### src/rtl/uart_pkg.sv
// Shared definitions for the UART TX/RX paths: FSM encodings, parity modes,
// line idle level and a constant-foldable ceil(log2) helper.
package uart_pkg;

  localparam logic [2:0] ST_IDLE   = 3'd0;
  localparam logic [2:0] ST_START  = 3'd1;
  localparam logic [2:0] ST_DATA   = 3'd2;
  localparam logic [2:0] ST_PARITY = 3'd3;
  localparam logic [2:0] ST_STOP   = 3'd4;

  localparam int PARITY_NONE = 0;
  localparam int PARITY_EVEN = 1;
  localparam int PARITY_ODD  = 2;

  localparam logic IDLE_LEVEL = 1'b1;

  // Usable in parameter and port-width expressions.
  function automatic int clog2(input int value);
    int r;
    r = 0;
    for (int i = 0; i < 32; i++) begin
      if ((1 << r) < value) r = r + 1;
    end
    return r;
  endfunction

endpackage

### src/rtl/uart_sync_fifo.sv
// Single-clock FIFO with registered full/empty/level flags and a
// fall-through head word, so a pop can load the head on the same edge.
module uart_sync_fifo
  import uart_pkg::*;
#(
  parameter int WIDTH = 8,
  parameter int DEPTH = 4
) (
  input  logic                    clk_i,
  input  logic                    resetn_i,
  input  logic                    push_i,
  input  logic [WIDTH-1:0]        wdata_i,
  input  logic                    pop_i,
  output logic [WIDTH-1:0]        rdata_o,
  output logic                    full_o,
  output logic                    empty_o,
  output logic [clog2(DEPTH):0]   level_o
);

  localparam int AW = clog2(DEPTH);
  localparam int LW = AW + 1;

  logic [WIDTH-1:0] mem_q [DEPTH];
  logic [AW-1:0]    wr_ptr_q;
  logic [AW-1:0]    rd_ptr_q;
  logic [LW-1:0]    level_q;
  logic [LW-1:0]    level_d;
  logic             full_q;
  logic             empty_q;
  logic             push_ok;
  logic             pop_ok;

  // A push while full is refused even if a pop frees a slot on the same edge.
  assign push_ok = push_i && !full_q;
  assign pop_ok  = pop_i && !empty_q;

  always_comb begin
    level_d = level_q;
    case ({push_ok, pop_ok})
      2'b10:   level_d = level_q + LW'(1);
      2'b01:   level_d = level_q - LW'(1);
      default: level_d = level_q;
    endcase
  end

  always_ff @(posedge clk_i or negedge resetn_i) begin
    if (!resetn_i) begin
      wr_ptr_q <= '0;
      rd_ptr_q <= '0;
      level_q  <= '0;
      full_q   <= 1'b0;
      empty_q  <= 1'b1;
    end else begin
      if (push_ok) wr_ptr_q <= wr_ptr_q + AW'(1);
      if (pop_ok)  rd_ptr_q <= rd_ptr_q + AW'(1);
      level_q <= level_d;
      full_q  <= (level_d == LW'(DEPTH));
      empty_q <= (level_d == '0);
    end
  end

  always_ff @(posedge clk_i) begin
    if (push_ok) mem_q[wr_ptr_q] <= wdata_i;
  end

  assign rdata_o = mem_q[rd_ptr_q];
  assign full_o  = full_q;
  assign empty_o = empty_q;
  assign level_o = level_q;

endmodule

### src/rtl/uart_tx_fifo_param.sv
// Parametrised UART transmitter: FIFO-buffered words are framed
// (start, LSB-first data, optional parity, stop) one bit per baud tick.
module uart_tx_fifo_param
  import uart_pkg::*;
#(
  parameter int DATA_BITS   = 8,
  parameter int PARITY_MODE = 0,
  parameter int STOP_BITS   = 1,
  parameter int FIFO_DEPTH  = 4
) (
  input  logic                       clk_i,
  input  logic                       resetn_i,
  input  logic                       baud_tick_i,
  input  logic [DATA_BITS-1:0]       data_i,
  input  logic                       data_valid_i,
  output logic                       data_ready_o,
  output logic                       uart_tx_o,
  output logic                       busy_o,
  output logic                       tx_done_o,
  output logic [clog2(FIFO_DEPTH):0] fifo_level_o
);

  localparam int LW = clog2(FIFO_DEPTH) + 1;

  logic [DATA_BITS-1:0] fifo_head;
  logic                 fifo_full;
  logic                 fifo_empty;
  logic [LW-1:0]        fifo_level;
  logic                 fifo_pop;
  logic                 push_ok;
  logic                 head_parity;
  logic [LW-1:0]        level_nxt;

  logic [2:0]           state_q,   state_d;
  logic [DATA_BITS-1:0] shreg_q,   shreg_d;
  logic [3:0]           bit_cnt_q, bit_cnt_d;
  logic                 stop_cnt_q, stop_cnt_d;
  logic                 parity_q,  parity_d;
  logic                 tx_q,      tx_d;
  logic                 done_q,    done_d;
  logic                 busy_q,    busy_d;

  uart_sync_fifo #(
    .WIDTH (DATA_BITS),
    .DEPTH (FIFO_DEPTH)
  ) u_fifo (
    .clk_i    (clk_i),
    .resetn_i (resetn_i),
    .push_i   (data_valid_i),
    .wdata_i  (data_i),
    .pop_i    (fifo_pop),
    .rdata_o  (fifo_head),
    .full_o   (fifo_full),
    .empty_o  (fifo_empty),
    .level_o  (fifo_level)
  );

  assign push_ok      = data_valid_i && !fifo_full;
  assign data_ready_o = !fifo_full;

  // Parity is taken from the word as it leaves the FIFO and held for the frame.
  assign head_parity = (PARITY_MODE == PARITY_ODD) ? ~(^fifo_head) : (^fifo_head);

  always_comb begin
    state_d    = state_q;
    shreg_d    = shreg_q;
    bit_cnt_d  = bit_cnt_q;
    stop_cnt_d = stop_cnt_q;
    parity_d   = parity_q;
    tx_d       = tx_q;
    done_d     = 1'b0;
    fifo_pop   = 1'b0;
    if (baud_tick_i) begin
      case (state_q)
        ST_IDLE: begin
          tx_d = IDLE_LEVEL;
          if (!fifo_empty) begin
            fifo_pop = 1'b1;
            shreg_d  = fifo_head;
            parity_d = head_parity;
            tx_d     = 1'b0;
            state_d  = ST_START;
          end
        end
        ST_START: begin
          tx_d      = shreg_q[0];
          bit_cnt_d = '0;
          state_d   = ST_DATA;
        end
        ST_DATA: begin
          if (bit_cnt_q == 4'(DATA_BITS - 1)) begin
            stop_cnt_d = 1'b0;
            if (PARITY_MODE != PARITY_NONE) begin
              tx_d    = parity_q;
              state_d = ST_PARITY;
            end else begin
              tx_d    = IDLE_LEVEL;
              state_d = ST_STOP;
            end
          end else begin
            bit_cnt_d = bit_cnt_q + 4'd1;
            shreg_d   = shreg_q >> 1;
            tx_d      = shreg_q[1];
          end
        end
        ST_PARITY: begin
          tx_d       = IDLE_LEVEL;
          stop_cnt_d = 1'b0;
          state_d    = ST_STOP;
        end
        ST_STOP: begin
          if (stop_cnt_q == 1'(STOP_BITS - 1)) begin
            done_d = 1'b1;
            // Chain straight into the next frame so there is no idle gap.
            if (!fifo_empty) begin
              fifo_pop = 1'b1;
              shreg_d  = fifo_head;
              parity_d = head_parity;
              tx_d     = 1'b0;
              state_d  = ST_START;
            end else begin
              tx_d    = IDLE_LEVEL;
              state_d = ST_IDLE;
            end
          end else begin
            stop_cnt_d = stop_cnt_q + 1'b1;
          end
        end
        default: begin
          tx_d    = IDLE_LEVEL;
          state_d = ST_IDLE;
        end
      endcase
    end
  end

  // Busy is registered from next-state values so it tracks state/level exactly.
  assign level_nxt = fifo_level + LW'(push_ok) - LW'(fifo_pop);

  always_comb begin
    busy_d = (state_d != ST_IDLE) || (level_nxt != '0);
  end

  always_ff @(posedge clk_i or negedge resetn_i) begin
    if (!resetn_i) begin
      state_q    <= ST_IDLE;
      shreg_q    <= '0;
      bit_cnt_q  <= '0;
      stop_cnt_q <= 1'b0;
      parity_q   <= 1'b0;
      tx_q       <= IDLE_LEVEL;
      done_q     <= 1'b0;
      busy_q     <= 1'b0;
    end else begin
      state_q    <= state_d;
      shreg_q    <= shreg_d;
      bit_cnt_q  <= bit_cnt_d;
      stop_cnt_q <= stop_cnt_d;
      parity_q   <= parity_d;
      tx_q       <= tx_d;
      done_q     <= done_d;
      busy_q     <= busy_d;
    end
  end

  assign uart_tx_o    = tx_q;
  assign tx_done_o    = done_q;
  assign busy_o       = busy_q;
  assign fifo_level_o = fifo_level;

endmodule

### config.mk
export PLATFORM = sky130hd
export DESIGN_NAME = uart_tx_fifo_param
export DESIGN_NICKNAME = d
export VERILOG_FILES = /design/src/rtl/uart_pkg.sv /design/src/rtl/uart_sync_fifo.sv /design/src/rtl/uart_tx_fifo_param.sv
export SDC_FILE = /design/constraint.sdc
export NUM_CORES = 1
export LEC_CHECK = 0
export CORE_MARGIN = 3
export CORE_UTILIZATION = 40
export CTS_CLUSTER_DIAMETER = 120
export DETAILED_ROUTE_END_ITERATION = 16
export PLACE_DENSITY = 0.62
export SETUP_SLACK_MARGIN = 0.1
export SYNTH_ARGS = -nofsm -noshare
export SYNTH_HDL_FRONTEND = slang
export SYNTH_SLANG_ARGS = --single-unit
### constraint.sdc
create_clock -name clk_i -period 2.8 [get_ports clk_i]
set_input_delay 0.56 -clock clk_i [delete_from_list [all_inputs] [get_ports clk_i]]
set_output_delay 0.56 -clock clk_i [all_outputs]
set_load 0.01 [all_outputs]
==> metrics.txt, run 1 <==
Crit path arrival time about 2700 ps; sequential-to-total area share from yosys stat between 60% and 70%; post-layout net count between 200 and 250; Final Critical Period around 2400 ps; leak pwr approximately 1.2 nW; Synth Area in XOR/XNOR about 2.3%; dominant cell by count in the synthesized netlist edfxtp_1; CTS buffer count 9; first-pass GRT wire length about 8.0 mm; Clock Skews between 6 and 7 ps; fmax between 400 and 500 MHz; CTS H-Tree Depth 3; final hold vios 0; Port Buffer Count 18; Root Buffer clkbuf_8; synthesized area between 2000 and 3000 sq um; share of layout cells above drive strength 1 16.7%; # rows 29; Flop pwr share between 40% and 50%; largest family of logic cells by synthesized area simple AND/OR/NAND/NOR gates; largest net degree at the start of global routing 28; fraction of the mapped netlist area in adder cells under 10%; Pint roughly 2.2 mW; final antenna diode count 0; Final setup viols 0; cell taking the most area after synthesis edfxtp_1; Gate power share 34.3%; core area about 6500 sq um; initial antenna violation count 0; CTS clk-pin slew, worst paths 70 ps; number of synthesized flops with an enable pin 32; Routed WL roughly 4.7 mm; Crit. End Element register; Synth cell types between 40 and 50; Chip Width ~88 microns; Worst VDD drop approximately 0.47 mV; pin slew with the least headroom to its limit a little under 600 ps; net switching power about 1.1 mW; syn_nets 219; HPWL after DPL a little over 3 mm; initial DRC count 122; height of the chip ~88 microns; switching power share of the total ~33%; Skew-Pair Late Insertion Delay approximately 340 ps; number of global-route vias before repair approximately 1,600; total gr overflow 0; Die ar. 7770 sq um; Synth Area in Compound Gates 7.28%; Residual DRC 0; Place WS -247 ps; hold_ws between 400 and 500 ps; CTS tree yes; Vias roughly 1,600; area share of the largest cell type after synthesis 35.6%; leading register cell type out of synthesis edfxtp_1; Detail Route Antenna Nets 0; worst rel slew slack between 60% and 70%; Pwr Density 1030 nW/um^2; most common library cells after synthesis edfxtp_1, dfrtp_1, nor3_1, nor2_1, inv_1; status complete, no violations; min-delay worst type register to register; CP startpoint kind register; GPL Wtd Cong slightly below 0.8; Seq cells post-synth 59; vias per cell 5.40; GRT Total Usage 14.3%; CP required just over 3000 ps; Starting Density between 40% and 50%; synth warn 0; Max Buffers Root-to-Sink 2; number of max-cap violations 0; synthesis-to-layout area growth 17.3%; Clock Power Share between 20 and 25%; post-synthesis average cell area roughly 14 sq um; Final Max Slew Viols 0; clock sinks roughly 60; RSZ-0062 raised after global routing no; critical path class register to register; # IOs 19; top post-synthesis cells by area edfxtp_1, dfrtp_1, mux4_2; Initial DRT Pass Iterations 4; crit-path max FO 2; Post-Syn Instances 197; simple-gate area share of the yosys netlist a little over an eighth; final setup margin 367 ps; drt wl/cell 15.3 microns; Post-synth ARST share between 40% and 50%; post-synthesis mux area share between 7 and 8%; Post-CTS Hold Fix Bufs 0; final period utilization between 80% and 90%
## through the flow
stage                     std cells  setup TNS [ps]  area, sq um  power, mW  utilization [%]
after floorplan                 197               0         2700       2.23                -
after global placement          289            -444         2980       2.54             46.1
after detailed placement        289            -539         2980       2.56             46.1
after CTS                       305               0         3160       3.32             49.0
after global routing            305               0         3170       3.53             49.0
final                           305               0         3170       3.27             49.0
## layout make-up
class	instances	area (sq um)
well taps	77	96.3
inverters	12	50.0
clock buffers	11	131
fillers	583	3290
repair buffers	26	243
flip-flops and latches	59	1640
clock inverters	5	53.8
multi-input cells	115	953
## logic make-up after synthesis
kind of cell,Yosys count
buf+inv,23
fa+ha+maj,10
flops,59
simple gates,61
mux,10
compound gates,27
xor+xnor,7
## sequential cells by signal, summed over array words and instances, names as in the netlist
signal           cells
bit_cnt_q            4
u_fifo.mem_q        32
u_fifo.full_o        1
u_fifo.rd_ptr_q      2
u_fifo.empty_o       1
u_fifo.wr_ptr_q      2
uart_tx_o            1
busy_o               1
u_fifo.level_o       3
shreg_q              8
tx_done_o            1
state_q              3
## per-layer routing
metal	vias to the layer above	part of all wire, %	wire (microns)	GRT usage (%)
met1	819	48	2230	19.5
met4	0	1.9	90	7.01
met5	-	0	0	0
met3	10	4.5	208	5.64
met2	29	46	2150	20.0
li1	788	-	-	-
## cell usage in the layout (no fill, tap or decap), types with 2 or more instances in the layout
cell / count
o21ai_0: 4
a31oi_1: 2
nand4bb_1: 2
inv_1: 11
or3_1: 4
a211oi_1: 7
ha_1: 7
clkbuf_1: 2
dfstp_2: 2
nor2b_1: 2
clkbuf_8: 9
buf_4: 8
edfxtp_1: 32
fa_1: 2
nand3_1: 3
and2_1: 4
nor2_1: 12
mux4_2: 8
clkinvlp_4: 2
nor3_1: 16
nand2_1: 6
o211ai_1: 3
o31ai_1: 3
nand2b_1: 3
xnor2_1: 6
dfrtp_1: 25
clkdlybuf4s50_1: 17
## repair_timing
| item | 4_1_cts | 5_1_grt |
|---|---|---|
| endpoints found under the hold margin | 0 | 0 |
| setup buffers | 0 | 0 |
| resized for setup | 0 | 2 |
| endpoints found under the setup margin | 0 | 3 |
## power by group through the flow
stage,combinational [mW],clock [mW],sequential (mW)
4_1_cts,1.13,0.769,1.42
3_3_place_gp,1.11,0,1.43
6_report,1.12,0.742,1.41
5_1_grt,1.25,0.811,1.46
3_5_place_dp,1.13,0,1.44
2_1_floorplan,0.885,0,1.34
## final timing paths
check | start | endpoint | slack (ps) | depth (start not counted)
max reg2reg | state_q[0]$_DFF_PN0_ | busy_o$_DFF_PN0_ | 370 | 9
min reg2reg | uart_tx_o$_DFFE_PN1P_ | uart_tx_o$_DFFE_PN1P_ | 490 | 2
max | state_q[0]$_DFF_PN0_ | busy_o$_DFF_PN0_ | 370 | 9
min in group asynchronous | resetn_i | u_fifo.level_o[1]$_DFF_PN0_ | 600 | 2
max in group asynchronous | resetn_i | u_fifo.empty_o$_DFF_PN1_ | 1890 | 2
min | uart_tx_o$_DFFE_PN1P_ | uart_tx_o$_DFFE_PN1P_ | 490 | 2
## worst max-delay path, cell delays in order, from the launching register on
cell	delay, ps
dfrtp_1	380
or4b_4	540
inv_1	70
ha_1	210
inv_1	60
ha_2	160
fa_1	400
nor2_1	100
o211ai_1	90
or3_1	310
(Power assumes the default switching activity.)
==> inputs of run 2 (changes only) <==
--- a/config.mk
+++ b/config.mk
@@ -5,6 +5,7 @@
 export SDC_FILE = /design/constraint.sdc
 export NUM_CORES = 1
 export LEC_CHECK = 0
+export CORE_ASPECT_RATIO = 0.8
 export CORE_MARGIN = 3
 export CORE_UTILIZATION = 40
 export CTS_CLUSTER_DIAMETER = 120
==> constraint.sdc (replaced) <==
create_clock -name clk_i -period 2.8 [get_ports clk_i]
set_input_delay 0.28 -clock clk_i [delete_from_list [all_inputs] [get_ports clk_i]]
set_output_delay 0.28 -clock clk_i [all_outputs]
set_load 0.01 [all_outputs]
==> run 2 against run 1 <==
Against the previous run:
- non-clock buffer count down 1
- critical path type unchanged
- worst setup slack worse by 16 ps
- final area up 0.16%
- worst hold slack worse by 170 ps
- utilization about the same
- count of clock-buffer cells in the layout down 1
- cell count up 2.0%
- wire length up 3.2%
- die area about the same
- critical path depth unchanged
==> metrics.txt, run 2 (same netlist as run 1, synthesis figures left out) <==
status complete, no violations; CTS H-Tree Depth 3 (unchanged); pin slew with the least headroom to its limit 571 ps (-8.60 ps); critical path class register to register; initial antenna violation count 0 (unchanged); post-cts resize count 0 (unchanged); Crit path arrival time 2650 ps (about the same); Final Total Pwr 3.28 mW (+0.43%); Inst Count DP 295 (+2.1%); Starting Density 41.7% (-0.097 points); setup TNS 0 ps (unchanged); CTS clk-pin slew, worst paths 70 ps (about the same); Post-CTS Setup Repair Bufs 0 (unchanged); Final setup viols 0 (unchanged); Critical path origin state_q[0]$_DFF_PN0_; Die ar. 7770 sq um (about the same); Top Registers u_fifo.mem_q: 32 flops, shreg_q: 8 flops, bit_cnt_q: 4 flops; Initial DRT Pass Iterations 4 (unchanged); most common cell after layout, fill and taps aside edfxtp_1; vias per cell 5.20 (-3.7%); drt wl/cell 15.5 microns (+1.2%); number of fill cells in the layout 576 (-1.2%); Crit. End Element register; min-delay worst type primary input to asynchronous set/reset pin; first-pass GRT wire length 8.04 mm (+0.42%); Worst VDD drop 0.483 mV (+3.4%); # IOs 19 (unchanged); CTS tree yes; Critical Path Max Stage Delay 540 ps (about the same); Worst Setup EP busy_o$_DFF_PN0_; Skew-Pair Late Insertion Delay 340 ps (about the same); Post-CTS Hold Fix Bufs 0 (unchanged); GPL Wtd Cong 0.758 (-2.3%); Pint 2.19 mW (about the same); worst rel slew slack 61.9% (+0.57 points); final antenna diode count 0 (unchanged); Flop pwr share 43.0% (about the same); post-layout net count 244 (-0.41%); non-filler cells in the finished layout 311 (+2.0%); largest net degree at the start of global routing 28 (unchanged); Clock Power Share 22.8% (about the same); flop-to-flop setup slack 350 ps (-20 ps); GRT Total Usage 13.7% (-0.64 points); worst reg2reg endpoint busy_o$_DFF_PN0_; CP startpoint kind register; CP required 3010 ps (about the same); register bank with the most flops u_fifo.mem_q; crit-path cells or4b_4, inv_1, ha_1, inv_1, ha_1, fa_1, nor2_1, o211ai_1, or3_1; RSZ-0062 raised after global routing no; final period utilization 87.5% (+0.57 points); net switching power 1.10 mW (+1.1%); Pwr Density 1040 nW/um^2 (+0.27%); max FFs per register 32 (unchanged); Port Buffer Count 18 (unchanged); Final Max Slew Viols 0 (unchanged); Root Buffer clkbuf_8; Max Buffers Root-to-Sink 2 (unchanged); Final Critical Period 2450 ps (+15.9 ps); core area 6470 sq um (+0.23%); footprint of the multi-input gates 951 sq um (-0.26%); fmax 408 MHz (-0.65%); switching power share of the total 33.4% (+0.23 points); Place WS 31.9 ps (+279 ps); Detail Route Antenna Nets 0 (unchanged); synthesis-to-layout area growth 17.5%; Crit Reg-Reg Startpoint state_q[0]$_DFF_PN0_; storage element area 1640 sq um (unchanged); Vias 1,617 (-1.8%); most frequent cells in the layout edfxtp_1, dfrtp_1, clkdlybuf4s50_1, nor3_1, nor2_1; Critical-path top delay cell or4b_4; height of the chip 79.5 microns (-9.8%); HPWL after DPL 3.24 mm (+5.3%); CTS buffer count 9 (unchanged); initial DRC count 75 (-39%); r2r worst-path depth 9 (unchanged); clock sinks 59 (unchanged); # rows 26 (-10%); share of layout cells above drive strength 1 16.7% (+0.073 points); final hold vios 0 (unchanged); crit-path max FO 2 (unchanged); number of max-cap violations 0 (unchanged); final setup margin 351 ps (-15.9 ps); Routed WL 4.82 mm (+3.2%); Residual DRC 0 (unchanged); Gate power share 34.2% (about the same); total gr overflow 0 (unchanged); leak pwr 1.19 nW (about the same); Clock Skews 10.9 ps (+4.74 ps); number of global-route vias before repair 1,557 (-0.064%); Final Util 49.0% (about the same); Chip Width 97.8 microns (+11%)
-- run 2: power groups by stage --
stage | registers (mW) | logic, mW | clock network [mW]
final | 1.41 | 1.12 | 0.750
after global routing | 1.46 | 1.26 | 0.811
after CTS | 1.42 | 1.14 | 0.771
after detailed placement | 1.43 | 1.13 | 0
after global placement | 1.43 | 1.11 | 0
after floorplan | 1.34 | 0.885 | 0
-- run 2: worst max-delay path: cells and delay by family (launching register included) --
family,cells,cell delay (ps)
AOI/OAI and AO/OA,1,90
adders and majority gates,3,750
buffers and inverters,2,120
DFF,1,380
and+or+nand+nor,3,970
-- run 2: worst min path at each step --
stage          cells past startpoint  slack [ps]                             end             startpoint
2_1_floorplan                      0         -20        bit_cnt_q[0]$_DFFE_PN0P_               resetn_i
3_3_place_gp                       2         490           uart_tx_o$_DFFE_PN1P_  uart_tx_o$_DFFE_PN1P_
3_5_place_dp                       2         490           uart_tx_o$_DFFE_PN1P_  uart_tx_o$_DFFE_PN1P_
4_1_cts                            2         310  u_fifo.wr_ptr_q[1]$_DFFE_PN0P_               resetn_i
5_1_grt                            2         340         u_fifo.full_o$_DFF_PN0_               resetn_i
6_report                           2         320  u_fifo.wr_ptr_q[1]$_DFFE_PN0P_               resetn_i
-- run 2: through the flow --
step	hold slack, ps	area, sq um
2_1_floorplan	-15.6	2700
3_3_place_gp	489	2980
3_5_place_dp	490	2980
4_1_cts	309	3170
5_1_grt	344	3170
6_report	322	3170
-- run 2: layout make-up --
cell class | count | area share, %
clock inverters | 6 | 2.09
inverters | 12 | 1.58
flip-flops and latches | 59 | 51.7
well taps | 84 | 3.31
clock buffers | 10 | 4.02
multi-input cells | 115 | 30.0
repair buffers | 25 | 7.34
-- run 2: per-layer routing --
layer	part of all wire [%]	GRT usage (%)	routed length, microns
met1	48	19.0	2320
met2	47	19.3	2240
met3	4.3	5.33	206
met4	1.0	4.98	48
met5	0	0	0
==> edit, RTL diff (settings of run 2) <==
Add an input register stage for `baud_tick_i`; this delays it by one clock. The other inputs are not delayed to match.
--- a/src/rtl/uart_tx_fifo_param.sv
+++ b/src/rtl/uart_tx_fifo_param.sv
@@ -23,2 +23,8 @@
   localparam int LW = clog2(FIFO_DEPTH) + 1;
+
+  logic baud_tick_q;
+
+  always_ff @(posedge clk_i) begin
+    baud_tick_q <= baud_tick_i;
+  end
 
@@ -72,3 +78,3 @@
     fifo_pop   = 1'b0;
-    if (baud_tick_i) begin
+    if (baud_tick_q) begin
       case (state_q)
Function: changed (Yosys sat finds a counterexample within 4 cycles, from zero or initial values and one cycle with resetn_i low).
==> edit against run 2 <==
- wire length shrank 3.3%
- final area up 0.75%
- largest power group unchanged
- core utilization grew 0.37 points
- sequential cell count rose by 1
- non-clock buffer count decreased by 1
- critical path type unchanged
- area after synthesis rose by 0.74%
- setup slack improved by 0.020 ns
- clock skew barely moved
- power up 0.94%
==> edit: results (changes against run 2) <==
Placement
The routability-driven placement congestion ratio is 0.773 (+2.0%). The count of buffers from port buffering is 18 (unchanged). The HPWL after detailed placement was 3200 um (-1.2%).

Synthesis
By count the netlist is led by 32 x edfxtp_1, 25 x dfrtp_1, 16 x nor3_1. After synthesis, the cell types taking the most area are edfxtp_1 35%, dfrtp_1 23%, mux4_2 6.6%. The post-synth net total came to 220 (+0.46%).

The post-synthesis async set-or-reset flop share is 45.0% (-0.76 points). The share of the yosys chip area belonging to registers is 61.0% (+0.29 points). The number of warnings reported in the yosys synthesis log is 0 (unchanged). For this run, the leading register cell type out of synthesis is edfxtp_1. The post-synthesis average cell area is 13.7 um2 (+0.23%). The unique cell type count in the Yosys netlist is 49 (+2.1%).

Critical path
The startpoint of the worst setup timing path is state_q[0]. The arrival time of data at the critical path endpoint came to 2.65 ns (about the same). Broken down by cell family, the worst path's largest delay share belongs to simple AND/OR/NAND/NOR gates. The worst reg-to-reg setup slack came to 0.37 ns (+0.02 ns). The worst-path maximum fanout is 2 (unchanged).

Clock network
The CTS H-tree depth was 3 (unchanged). The number of instances resized during post-cts repair is 0 (unchanged). The buffer type at the clock tree root is clkbuf_8. The number of buffers created by CTS is 9 (unchanged).

The later-pin clock latency in the skew report is 0.34 ns (about the same). After clock tree synthesis, the clock-pin slew on the worst setup and hold paths is 0.08 ns.

GRT
The first-pass GRT wire length is 8050 um (+0.17%). The number of antenna violations at the first check in global routing is 0 (unchanged). The pin count of the biggest net entering global routing was 28 (unchanged). The number of global-route vias before repair is 1,577 (+1.3%). The total global routing track utilization was 13.6% (-0.059 points).

Timing
The measured slew at the worst slew-check pin is 0.570 ns (-0.000725 ns). The post-route clock skew is 0.0108 ns (-0.0000317 ns). The part of the cycle the worst path needs was 86.7% (-0.72 points).

Hold path
The path class of the tightest hold or removal check is input port to async pin.

Detailed routing
The average wire length per cell after detail routing is 15.0 um (-3.3%). The total length of routed wires is 4660 um (-3.3%). The detail-routed via count per cell was 5.19 (-0.19%).

The length of the first detailed-routing pass in iterations is 4 (unchanged). The violation count after the first detailed-routing iteration was 76 (+1.3%).

Outcome
The run finished with clean final reports.

Final layout
The largest registers in the layout are u_fifo.mem_q (32), shreg_q (8), bit_cnt_q (4). The ratio of cells with drive above 1 in the final layout is 16.7% (unchanged). The number of antenna repair diodes was 0 (unchanged).

Power
The leakage power summed over all cells is 1.19 nW (+0.36%). The cell-internal power is 0.00220 W (+0.60%). The maximum VDD drop is 0.000496 V (+2.7%).
[edit: cell count changes after synthesis]
cell / delta
dfxtp_1: +1
[edit: cells by family after synthesis]
group / count (synthesis) / synth area share, %
buffers and inverters: 23 / 4.00
XOR/XNOR: 7 / 2.25
adder cells (fa/ha/maj): 10 / 5.15
AND/OR/NAND/NOR: 61 / 12.9
flip-flops: 60 / 61.0
AO/OA/AOI/OAI: 27 / 7.23
multiplexers: 10 / 7.41
[edit: layout make-up]
cell class / count / area [um2]
Timing Repair Buffer: 24 / 225
Inverter: 12 / 50.0
Clock inverter: 7 / 81.3
Multi-Input combinational cell: 115 / 951
Sequential cell: 60 / 1660
Fill cell: 577 / 3280
Tap cell: 84 / 105
Clock buffer: 9 / 124
[edit: power by group through the flow]
stage	Clock [W]	Combinational [W]	Sequential, W
global route	0.000868	0.00123	0.00147
CTS	0.000821	0.00111	0.00143
finish	0.000797	0.00110	0.00142
floorplan	0	0.000880	0.00136
detailed placement	0	0.00111	0.00144
global placement	0	0.00110	0.00144
[edit: through the flow]
step	cell area [um2]	hold slack, ns
after global routing	3200	0.349
after global placement	2990	0.484
after floorplan	2720	-0.0156
final	3200	0.317
after detailed placement	2990	0.494
after CTS	3200	0.317
[edit: routing by layer]
layer	share of wire, %	wire length, um	vias to the layer above	GRT usage [%]
met5	0	0	-	0
met4	0.66	31	0	5.32
met3	3.7	173	4	5.68
met2	45	2080	27	19.6
met1	51	2380	796	18.3
li1	-	-	787	-
[edit: worst min path at each step]
stage	to	slack, ns	depth (start not counted)
detailed placement	uart_tx_o	0.49	2
CTS	busy_o	0.32	2
global placement	uart_tx_o	0.48	2
global route	busy_o	0.35	2
finish	bit_cnt_q[3]	0.32	2
floorplan	bit_cnt_q[0]	-0.02	0
[edit: worst register-to-register path, cell delays in order (launching register included)]
cell and delay, ns:
dfrtp_1 0.39, or4b_4 0.53, inv_1 0.07, ha_1 0.21, inv_1 0.05, ha_1 0.15
fa_1 0.40, nor2_1 0.11, o211ai_1 0.09, or3_1 0.31
